$ cat src/rtl/i2c_axi_reader_if.sv
// AXI4-Lite bundle between the I2C reader sequencer (master) and the I2C register block (slave).
interface i2c_axi_reader_if;
  logic [31:0] awaddr;
  logic        awvalid;
  logic        awready;
  logic [2:0]  awprot;
  logic [31:0] wdata;
  logic [3:0]  wstrb;
  logic        wvalid;
  logic        wready;
  logic [1:0]  bresp;
  logic        bvalid;
  logic        bready;
  logic [31:0] araddr;
  logic        arvalid;
  logic        arready;
  logic [2:0]  arprot;
  logic [31:0] rdata;
  logic [1:0]  rresp;
  logic        rvalid;
  logic        rready;

  modport master (
    output awaddr, awvalid, awprot, wdata, wstrb, wvalid, bready,
           araddr, arvalid, arprot, rready,
    input  awready, wready, bresp, bvalid, arready, rdata, rresp, rvalid
  );

  modport slave (
    input  awaddr, awvalid, awprot, wdata, wstrb, wvalid, bready,
           araddr, arvalid, arprot, rready,
    output awready, wready, bresp, bvalid, arready, rdata, rresp, rvalid
  );
endinterface

$ cat src/rtl/i2c_axi_reader.sv
// AXI4-Lite master: writes DEV_ADDR/REG_NUM/READ_LEN, polls STATUS, reads RX_DATA, strobes o_done.
// Optional macro I2C_READER_TIMEOUT_EN aborts with result 3 after TIMEOUT_POLLS not-idle STATUS reads.
module i2c_axi_reader #(
  parameter logic [31:0] BASE_ADDR     = 32'h0,
  parameter int unsigned POLL_GAP      = 8,
  parameter int unsigned TIMEOUT_POLLS = 1000
) (
  input  logic                 clk,
  input  logic                 resetn,
  input  logic                 i_start,
  input  logic [6:0]           i_dev_addr,
  input  logic [7:0]           i_reg_num,
  input  logic [2:0]           i_read_len,
  output logic                 o_busy,
  output logic                 o_done,
  output logic [1:0]           o_result,
  output logic [31:0]          o_rx_data,
  i2c_axi_reader_if.master     m_axi
);
  localparam logic [31:0] OFF_STATUS = 32'h04;
  localparam logic [31:0] OFF_RX     = 32'h08;
  localparam logic [31:0] OFF_DEV    = 32'h0C;
  localparam logic [31:0] OFF_REG    = 32'h10;
  localparam logic [31:0] OFF_LEN    = 32'h14;
  localparam int          GW         = (POLL_GAP > 1) ? $clog2(POLL_GAP) : 1;
  localparam logic [GW-1:0] GAP_LAST = GW'(POLL_GAP - 1);

  typedef enum logic [2:0] {
    S_IDLE, S_WR_DEV, S_WR_REG, S_WR_LEN, S_POLL_WAIT, S_POLL_RD, S_DATA_RD, S_FINISH
  } state_t;

  state_t        state;
  logic          issued;
  logic [GW-1:0] gap_cnt;
  logic [6:0]    dev_q;
  logic [7:0]    reg_q;
  logic [2:0]    len_q;
  logic [31:0]   wr_off;
  logic [31:0]   wr_dat;

`ifdef I2C_READER_TIMEOUT_EN
  localparam int            PW        = (TIMEOUT_POLLS > 1) ? $clog2(TIMEOUT_POLLS) : 1;
  localparam logic [PW-1:0] POLL_LAST = PW'(TIMEOUT_POLLS - 1);
  logic [PW-1:0] poll_cnt;
`endif

  assign m_axi.awprot = 3'b000;
  assign m_axi.arprot = 3'b000;
  assign m_axi.wstrb  = 4'hF;

  always_comb begin
    wr_off = OFF_DEV;
    wr_dat = {25'd0, dev_q};
    case (state)
      S_WR_REG: begin wr_off = OFF_REG; wr_dat = {24'd0, reg_q}; end
      S_WR_LEN: begin wr_off = OFF_LEN; wr_dat = {29'd0, len_q}; end
      default: ;
    endcase
  end

  always_ff @(posedge clk) begin
    if (!resetn) begin
      state         <= S_IDLE;
      issued        <= 1'b0;
      gap_cnt       <= '0;
      dev_q         <= '0;
      reg_q         <= '0;
      len_q         <= '0;
      o_busy        <= 1'b0;
      o_done        <= 1'b0;
      o_result      <= 2'd0;
      o_rx_data     <= 32'd0;
      m_axi.awaddr  <= 32'd0;
      m_axi.awvalid <= 1'b0;
      m_axi.wdata   <= 32'd0;
      m_axi.wvalid  <= 1'b0;
      m_axi.bready  <= 1'b0;
      m_axi.araddr  <= 32'd0;
      m_axi.arvalid <= 1'b0;
      m_axi.rready  <= 1'b0;
`ifdef I2C_READER_TIMEOUT_EN
      poll_cnt      <= '0;
`endif
    end else begin
      case (state)
        S_IDLE: if (i_start) begin
          dev_q  <= i_dev_addr;
          reg_q  <= i_reg_num;
          len_q  <= i_read_len;
          o_busy <= 1'b1;
          issued <= 1'b0;
          state  <= S_WR_DEV;
`ifdef I2C_READER_TIMEOUT_EN
          poll_cnt <= '0;
`endif
        end

        S_WR_DEV, S_WR_REG, S_WR_LEN: begin
          if (!issued) begin
            issued        <= 1'b1;
            m_axi.awvalid <= 1'b1;
            m_axi.wvalid  <= 1'b1;
            m_axi.awaddr  <= BASE_ADDR + wr_off;
            m_axi.wdata   <= wr_dat;
          end else if (m_axi.bready) begin
            if (m_axi.bvalid) begin
              m_axi.bready <= 1'b0;
              issued       <= 1'b0;
              if (m_axi.bresp != 2'b00) begin
                state <= S_FINISH; o_done <= 1'b1; o_busy <= 1'b0; o_result <= 2'd1;
              end else if (state == S_WR_DEV) begin
                state <= S_WR_REG;
              end else if (state == S_WR_REG) begin
                state <= S_WR_LEN;
              end else begin
                gap_cnt <= '0;
                state   <= S_POLL_WAIT;
              end
            end
          end else begin
            // AW and W retire independently; B is only accepted once both have.
            if (m_axi.awvalid && m_axi.awready) m_axi.awvalid <= 1'b0;
            if (m_axi.wvalid && m_axi.wready)   m_axi.wvalid  <= 1'b0;
            if ((!m_axi.awvalid || m_axi.awready) && (!m_axi.wvalid || m_axi.wready))
              m_axi.bready <= 1'b1;
          end
        end

        S_POLL_WAIT: begin
          if (gap_cnt == GAP_LAST) begin
            gap_cnt <= '0;
            state   <= S_POLL_RD;
          end else begin
            gap_cnt <= gap_cnt + 1'b1;
          end
        end

        S_POLL_RD, S_DATA_RD: begin
          if (!issued) begin
            issued        <= 1'b1;
            m_axi.arvalid <= 1'b1;
            m_axi.araddr  <= BASE_ADDR + ((state == S_POLL_RD) ? OFF_STATUS : OFF_RX);
          end else if (m_axi.arvalid) begin
            if (m_axi.arready) begin
              m_axi.arvalid <= 1'b0;
              m_axi.rready  <= 1'b1;
            end
          end else if (m_axi.rvalid) begin
            m_axi.rready <= 1'b0;
            issued       <= 1'b0;
            if (m_axi.rresp != 2'b00) begin
              state <= S_FINISH; o_done <= 1'b1; o_busy <= 1'b0; o_result <= 2'd1;
            end else if (state == S_DATA_RD) begin
              o_rx_data <= m_axi.rdata;
              state <= S_FINISH; o_done <= 1'b1; o_busy <= 1'b0; o_result <= 2'd0;
            end else if (!m_axi.rdata[0]) begin
`ifdef I2C_READER_TIMEOUT_EN
              if (poll_cnt == POLL_LAST) begin
                state <= S_FINISH; o_done <= 1'b1; o_busy <= 1'b0; o_result <= 2'd3;
              end else begin
                poll_cnt <= poll_cnt + 1'b1;
                state    <= S_POLL_WAIT;
              end
`else
              state <= S_POLL_WAIT;
`endif
            end else if (m_axi.rdata[1]) begin
              state <= S_FINISH; o_done <= 1'b1; o_busy <= 1'b0; o_result <= 2'd2;
            end else begin
              state <= S_DATA_RD;
            end
          end
        end

        S_FINISH: begin
          o_done <= 1'b0;
          state  <= S_IDLE;
        end

        default: state <= S_IDLE;
      endcase
    end
  end
endmodule

$ cat src/flat_wrapper.sv
// flat-port wrapper written by rule: the top's interface ports become plain ports
module i2c_axi_reader_flat 
#(
  parameter logic [31:0] BASE_ADDR     = 32'h0,
  parameter int unsigned POLL_GAP      = 8,
  parameter int unsigned TIMEOUT_POLLS = 1000
)
  (clk, resetn, i_start, i_dev_addr, i_reg_num, i_read_len, o_busy, o_done, o_result, o_rx_data, m_axi_awaddr, m_axi_awvalid, m_axi_awprot, m_axi_wdata, m_axi_wstrb, m_axi_wvalid, m_axi_bready, m_axi_araddr, m_axi_arvalid, m_axi_arprot, m_axi_rready, m_axi_awready, m_axi_wready, m_axi_bresp, m_axi_bvalid, m_axi_arready, m_axi_rdata, m_axi_rresp, m_axi_rvalid);
  i2c_axi_reader_if m_axi_i ();
  input  logic clk;
  input  logic resetn;
  input  logic i_start;
  input  logic [6:0] i_dev_addr;
  input  logic [7:0] i_reg_num;
  input  logic [2:0] i_read_len;
  output logic o_busy;
  output logic o_done;
  output logic [1:0] o_result;
  output logic [31:0] o_rx_data;
  output wire logic [$bits(m_axi_i.awaddr)-1:0] m_axi_awaddr;
  output wire logic [$bits(m_axi_i.awvalid)-1:0] m_axi_awvalid;
  output wire logic [$bits(m_axi_i.awprot)-1:0] m_axi_awprot;
  output wire logic [$bits(m_axi_i.wdata)-1:0] m_axi_wdata;
  output wire logic [$bits(m_axi_i.wstrb)-1:0] m_axi_wstrb;
  output wire logic [$bits(m_axi_i.wvalid)-1:0] m_axi_wvalid;
  output wire logic [$bits(m_axi_i.bready)-1:0] m_axi_bready;
  output wire logic [$bits(m_axi_i.araddr)-1:0] m_axi_araddr;
  output wire logic [$bits(m_axi_i.arvalid)-1:0] m_axi_arvalid;
  output wire logic [$bits(m_axi_i.arprot)-1:0] m_axi_arprot;
  output wire logic [$bits(m_axi_i.rready)-1:0] m_axi_rready;
  input wire logic [$bits(m_axi_i.awready)-1:0] m_axi_awready;
  input wire logic [$bits(m_axi_i.wready)-1:0] m_axi_wready;
  input wire logic [$bits(m_axi_i.bresp)-1:0] m_axi_bresp;
  input wire logic [$bits(m_axi_i.bvalid)-1:0] m_axi_bvalid;
  input wire logic [$bits(m_axi_i.arready)-1:0] m_axi_arready;
  input wire logic [$bits(m_axi_i.rdata)-1:0] m_axi_rdata;
  input wire logic [$bits(m_axi_i.rresp)-1:0] m_axi_rresp;
  input wire logic [$bits(m_axi_i.rvalid)-1:0] m_axi_rvalid;
  assign m_axi_awaddr = m_axi_i.awaddr;
  assign m_axi_awvalid = m_axi_i.awvalid;
  assign m_axi_awprot = m_axi_i.awprot;
  assign m_axi_wdata = m_axi_i.wdata;
  assign m_axi_wstrb = m_axi_i.wstrb;
  assign m_axi_wvalid = m_axi_i.wvalid;
  assign m_axi_bready = m_axi_i.bready;
  assign m_axi_araddr = m_axi_i.araddr;
  assign m_axi_arvalid = m_axi_i.arvalid;
  assign m_axi_arprot = m_axi_i.arprot;
  assign m_axi_rready = m_axi_i.rready;
  assign m_axi_i.awready = m_axi_awready;
  assign m_axi_i.wready = m_axi_wready;
  assign m_axi_i.bresp = m_axi_bresp;
  assign m_axi_i.bvalid = m_axi_bvalid;
  assign m_axi_i.arready = m_axi_arready;
  assign m_axi_i.rdata = m_axi_rdata;
  assign m_axi_i.rresp = m_axi_rresp;
  assign m_axi_i.rvalid = m_axi_rvalid;
  i2c_axi_reader #(.BASE_ADDR(BASE_ADDR), .POLL_GAP(POLL_GAP), .TIMEOUT_POLLS(TIMEOUT_POLLS)) u_core (.clk(clk), .resetn(resetn), .i_start(i_start), .i_dev_addr(i_dev_addr), .i_reg_num(i_reg_num), .i_read_len(i_read_len), .o_busy(o_busy), .o_done(o_done), .o_result(o_result), .o_rx_data(o_rx_data), .m_axi(m_axi_i));
endmodule
$ cat config.mk
export PLATFORM = sky130hd
export DESIGN_NAME = i2c_axi_reader_flat
export DESIGN_NICKNAME = d
export VERILOG_FILES = /design/src/rtl/i2c_axi_reader_if.sv /design/src/rtl/i2c_axi_reader.sv /design/src/flat_wrapper.sv
export SDC_FILE = /design/constraint.sdc
export NUM_CORES = 1
export LEC_CHECK = 0
export ABC_AREA = 1
export CAP_MARGIN = 20
export CORE_UTILIZATION = 40
export DETAILED_ROUTE_END_ITERATION = 10
export PLACE_DENSITY = 0.87
export SKIP_CTS_REPAIR_TIMING = 1
export SYNTH_ARGS = -nofsm -noshare
export SYNTH_HDL_FRONTEND = slang
export SYNTH_SLANG_ARGS = --single-unit
$ cat constraint.sdc
create_clock -name clk -period 1.6 [get_ports clk]
set_input_delay 0.24 -clock clk [delete_from_list [all_inputs] [get_ports clk]]
set_output_delay 0.24 -clock clk [all_outputs]
set_load 0.005 [all_outputs]
==> results of run 1 <==
-- layout by cell type, fill, tap and decap left out, types with 2 or more instances in the layout --
cell / count
nand3_1: 12
inv_2: 5
buf_4: 17
nor2_2: 2
dfxtp_1: 76
inv_1: 26
nand2_2: 2
bufinv_16: 2
o21ai_0: 61
nor2_1: 122
dfxtp_2: 2
nand4_1: 3
a21oi_1: 30
nand3_2: 5
a31oi_1: 3
nor2_4: 2
clkbuf_8: 9
ha_1: 2
nand2_1: 56
clkinv_2: 2
buf_12: 3
conb_1: 93
a22oi_1: 2
clkdlybuf4s50_1: 114
or2_2: 2
-- logic make-up (layout without fill, tap and decap cells) --
kind of cell	count (synthesis)	after routing	share of synthesized area, %
other cells	2	93	0.191
compound gates	102	102	13.8
buf+inv	144	182	23.2
simple gates	208	208	22.1
flops	79	79	40.2
fa+ha+maj	2	2	0.635
-- layer usage --
| layer | up-vias | track usage [%] | wire [um] |
|---|---|---|---|
| met3 | 9 | 4.14 | 629 |
| met4 | 0 | 4.24 | 65 |
| li1 | 1770 | - | - |
| met2 | 173 | 31.5 | 4720 |
| met1 | 1596 | 21.2 | 3810 |
| met5 | - | 0 | 0 |
-- worst register-to-register path, delay by kind of cell, from the launching register on --
| kind | cells | cell delay [ns] |
|---|---|---|
| DFF | 1 | 0.42 |
| and+or+nand+nor | 3 | 0.57 |
| AOI/OAI and AO/OA | 2 | 0.20 |
| buffers and inverters | 2 | 0.23 |
-- state kept, by name (all words and copies together), names as in the netlist, 2 cells and up --
name	cells
u_core.o_rx_data	32
u_core.m_axi.awaddr	3
u_core.len_q	3
u_core.gap_cnt	3
u_core.state	3
u_core.dev_q	7
u_core.o_result	2
u_core.m_axi.araddr	2
u_core.reg_q	8
u_core.m_axi.wdata	8
-- final cells by class --
| type | instances | share of cell area [%] |
|---|---|---|
| multi-input cells | 405 | 34.4 |
| clock buffers | 9 | 2.38 |
| well taps | 129 | 3.10 |
| inverters | 32 | 2.31 |
| clock inverters | 6 | 1.66 |
| flip-flops and latches | 79 | 30.5 |
| repair buffers | 135 | 25.6 |
-- final timing paths --
| kind | startpoint | endpoint | slack [ns] | cells past startpoint |
|---|---|---|---|---|
| setup / recovery | u_core.state[0] | u_core.m_axi.wvalid | 0.07 | 7 |
| hold / removal | resetn | u_core.o_done | 0.25 | 3 |
| setup reg to reg | u_core.state[0] | u_core.m_axi.wvalid | 0.07 | 7 |
| hold reg to reg | u_core.len_q[2] | u_core.len_q[2] | 0.46 | 2 |
-- power by group --
group          switching, uW  internal (uW)
combinational           1340           1070
sequential               275           2350
clock                    720            867
-- stage by stage --
| stage | setup WS (ns) | power [uW] | hold WS (ns) | util [%] |
|---|---|---|---|---|
| global route | -0.0367 | 7050 | 0.234 | 55.5 |
| finish | 0.0739 | 6620 | 0.249 | 55.5 |
| CTS | -0.00499 | 6620 | 0.224 | 55.3 |
| floorplan | 0.236 | 4160 | 0.375 | - |
| global placement | -0.0219 | 4930 | 0.433 | 53.1 |
| detailed placement | -0.0887 | 5020 | 0.449 | 53.1 |
==> impl_metrics.ini, run 1 <==
[layout]
drive_above_1_share_pct = 8.86
n_fill_cell = 911
stdcell_count = 795
diodes = 0
fin_area_um2 = 5200
multi_input_area_um2 = 1790
syn2layout_area_growth_pct = 32.2
nets = 726
regArea_um2 = 1590

[timing]
final.min_clock_period_ns = 1.53
max_freq_mhz = 655
setup_tns_ns = 0
slew_violations = 0
grt_setup_unrepaired = yes
setup_viol = 0
finalHoldViolations = 0
skew_ns = 0.00841
fin_crit_sh_pct = 95.4

[detailed_routing]
post-route-drc-count = 0
routed_wl_um = 9230
num_vias = 3548
wl_per_cell_um = 11.6
postRouteAntennaNets = 0
avgViaCountPerCell = 4.46
drt_iter0_markers = 157
first_pass_iters = 5

[synth]
seq_area_frac_synth_pct = 40.2
ys_ff_latch = 79
synth_top_area_share_pct = 40.2
synth_edf_count = 0
syn_inst = 537
synth_async_sr_flop_share_pct = 0
synth_top_area_cell = dfxtp_1
synth_area_per_cell_um2 = 7.33
synth.distinct_cells = 31
synthTopCellsByCount = nor2_1 (122), buf_4 (98), dfxtp_1 (79), o21ai_0 (61), nand2_1 (56)
synth.most_common_cell = nor2_1
synth_ff_type = dfxtp_1
ys_top_cells_by_area = dfxtp_1 (40%), buf_4 (19%), nor2_1 (12%)
yosysWarnings = 0
synth_area_um2 = 3940

[clock_network]
cts_max_level = 3
cts.path.max_buffers = 2
clk_latency_ns = 0.34
tritoncts_num_sinks = 79
cts_tree = done
cts_buffers = 9
clockRootBuffer = clkbuf_8
clk_pin_slew_ns = 0.08

[power_and_ir_drop]
power_leakage_uw = 0.00224
power.density_nw_per_um2 = 1270
vdd_drop_max_mv = 0.521

[setup_path]
cp_slowest_stage_delay_ns = 0.42
path_delay_family = simple AND/OR/NAND/NOR gates
worstSetupPathType = reg2reg
cp.arrival_ns = 1.76
start_kind = register
cp_max_fo = 6
path_buf_inv = 2
crit_chain = inv_2, nand2_1, nand2_2, buf_4, or2_2, a21oi_1, a21oi_1
crit_required_ns = 1.83
cpMostUsedCell = a21oi_1
crit_path_end_kind = register
slowest_stage = dfxtp_2

[placement]
hpwl_um = 6980
placed_cells = 779
gp_congestion = 0.918
io_buffers = 115
dpl_cell_area_um2 = 4970

[hold_path]
hp-class = in2reg

[floorplanning]
die_area_um2 = 10200
core_um2 = 9370
io_pins = 209
die_h_um = 101
initial_core_util_pct = 42.0
die_w_um = 101
rows = 35

[global_routing]
grt_pass1_vias = 3138
grt_max_degree = 33
grt_pass1_wl_um = 14300
grt_overflow_total = 0
grt_use_total_pct = 17.6
antenna_found_initial = 0

[run]
max-cap-violations = 0

[outcome]
status = complete, no violations
(Power assumes the default switching activity.)
==> run 2: changes to the inputs <==
- CTS_CLUSTER_SIZE: not set -> 24
- SLEW_MARGIN: not set -> 10
==> results of run 2 <==
The final DEF is identical to that of run 1; final timing and power are the same.
==> run 3: changes to the inputs <==
- REMOVE_ABC_BUFFERS: not set -> 1
==> run 3 against run 2 <==
- worst hold slack got worse by 0.058 ns
- cell count increased by 0.38%
- critical path depth decreased by 6
==> impl_metrics.ini, run 3 (same netlist as run 1, synthesis figures left out) <==
[outcome]
status = complete, no violations

[layout]
nets = 729
final_cell_mix = nor2_1 (120), clkdlybuf4s50_1 (114), conb_1 (93)
fin_area_um2 = 5190
syn2layout_area_growth_pct = 31.7
diodes = 0
fin_util_pct = 55.4
n_fill_cell = 881
largest_register_ffs = 32
final_common_cell = nor2_1
drive_above_1_share_pct = 9.27
top_register = u_core.o_rx_data
top_regs = u_core.o_rx_data (32), u_core.m_axi.wdata (8), u_core.reg_q (8)

[placement]
gp_congestion = 0.879
hpwl_um = 7300
io_buffers = 115
dpl_cell_area_um2 = 5000

[setup_path]
r2r_cells = 8
path_buf_inv = 1
critPathCapture = m_axi_bready
worstSetupPathType = reg2out
path_delay_family = buffers and inverters
crit_start = u_core.m_axi.bready
crit_required_ns = 1.36
cp.arrival_ns = 1.27
start_kind = register
crit_chain = clkdlybuf4s50_1
r2r-end = u_core.o_rx_data[12]
cp.depth = 1
rr_startpoint = u_core.state[1]
r2r_setup_slack_ns = 0.10
slowest_stage = clkdlybuf4s50_1
cp_max_fo = 5
crit_path_end_kind = output port
cp_slowest_stage_delay_ns = 0.53

[floorplanning]
die_area_um2 = 10200
die_w_um = 101
io_pins = 209
initial_core_util_pct = 42.0
die_h_um = 101
core_um2 = 9370
rows = 35

[clock_network]
cts_buffers = 9
clk_latency_ns = 0.34
cts_max_level = 3
cts.path.max_buffers = 2
clk_pin_slew_ns = 0.09
clockRootBuffer = clkbuf_8
tritoncts_num_sinks = 79
cts_tree = done

[timing]
grt_setup_unrepaired = yes
skew_ns = 0.0143
fin_crit_sh_pct = 94.6
finalHoldViolations = 0
final.min_clock_period_ns = 1.51
max_freq_mhz = 660
slew_violations = 0
hold_ws_ns = 0.191
setup_tns_ns = 0
setup_viol = 0

[global_routing]
grt_overflow_total = 0
grt_pass1_wl_um = 14800
antenna_found_initial = 0
grt_max_degree = 33
grt_pass1_vias = 3298
grt_use_total_pct = 18.3

[power_and_ir_drop]
power_leakage_uw = 0.00223
vdd_drop_max_mv = 0.512
total_power_uw = 6370
power.density_nw_per_um2 = 1230

[detailed_routing]
post-route-drc-count = 0
postRouteAntennaNets = 0
wl_per_cell_um = 11.9
routed_wl_um = 9490
first_pass_iters = 4
num_vias = 3506
avgViaCountPerCell = 4.39
drt_iter0_markers = 115

[hold_path]
hp-class = in2reg

[run]
max-cap-violations = 0
-- run 3: layout make-up --
class | instances | area, um2 | area share [%]
Clock buffer | 10 | 128 | 2.46
Clock inverter | 5 | 33.8 | 0.651
Inverter | 32 | 120 | 2.32
Multi-Input combinational cell | 405 | 1800 | 34.8
Sequential cell | 79 | 1590 | 30.6
Tap cell | 129 | 161 | 3.11
Timing Repair Buffer | 138 | 1360 | 26.1
-- run 3: layer usage --
metal | vias to the layer above | wire length [um] | track usage (%)
met3 | 13 | 579 | 3.86
met1 | 1587 | 4010 | 22.2
met4 | 0 | 155 | 8.03
met2 | 127 | 4750 | 31.4
li1 | 1779 | - | -
met5 | - | 0 | 0
-- run 3: how the worst min path moves through the flow --
stage          slack, ns             from  cells past startpoint            endpoint
6_report            0.19           resetn                      3  u_core.o_result[0]
5_1_grt             0.19           resetn                      3  u_core.o_result[1]
4_1_cts             0.17           resetn                      3  u_core.o_result[0]
3_5_place_dp        0.44  u_core.len_q[2]                      2     u_core.len_q[2]
3_3_place_gp        0.44  u_core.len_q[2]                      2     u_core.len_q[2]
2_1_floorplan       0.36           resetn                      2  u_core.o_result[0]
-- run 3: power by group --
| part | total, uW | switching (uW) | internal [uW] |
|---|---|---|---|
| Sequential | 2620 | 275 | 2340 |
| Combinational | 2470 | 1360 | 1110 |
| Clock | 1280 | 724 | 556 |
-- run 3: through the flow --
| step | std cells | worst slack (ns) |
|---|---|---|
| 2_1_floorplan | 516 | -0.336 |
| 3_3_place_gp | 782 | -0.0439 |
| 3_5_place_dp | 782 | -0.0980 |
| 4_1_cts | 797 | -0.0156 |
| 5_1_grt | 798 | -0.00425 |
| 6_report | 798 | 0.0858 |
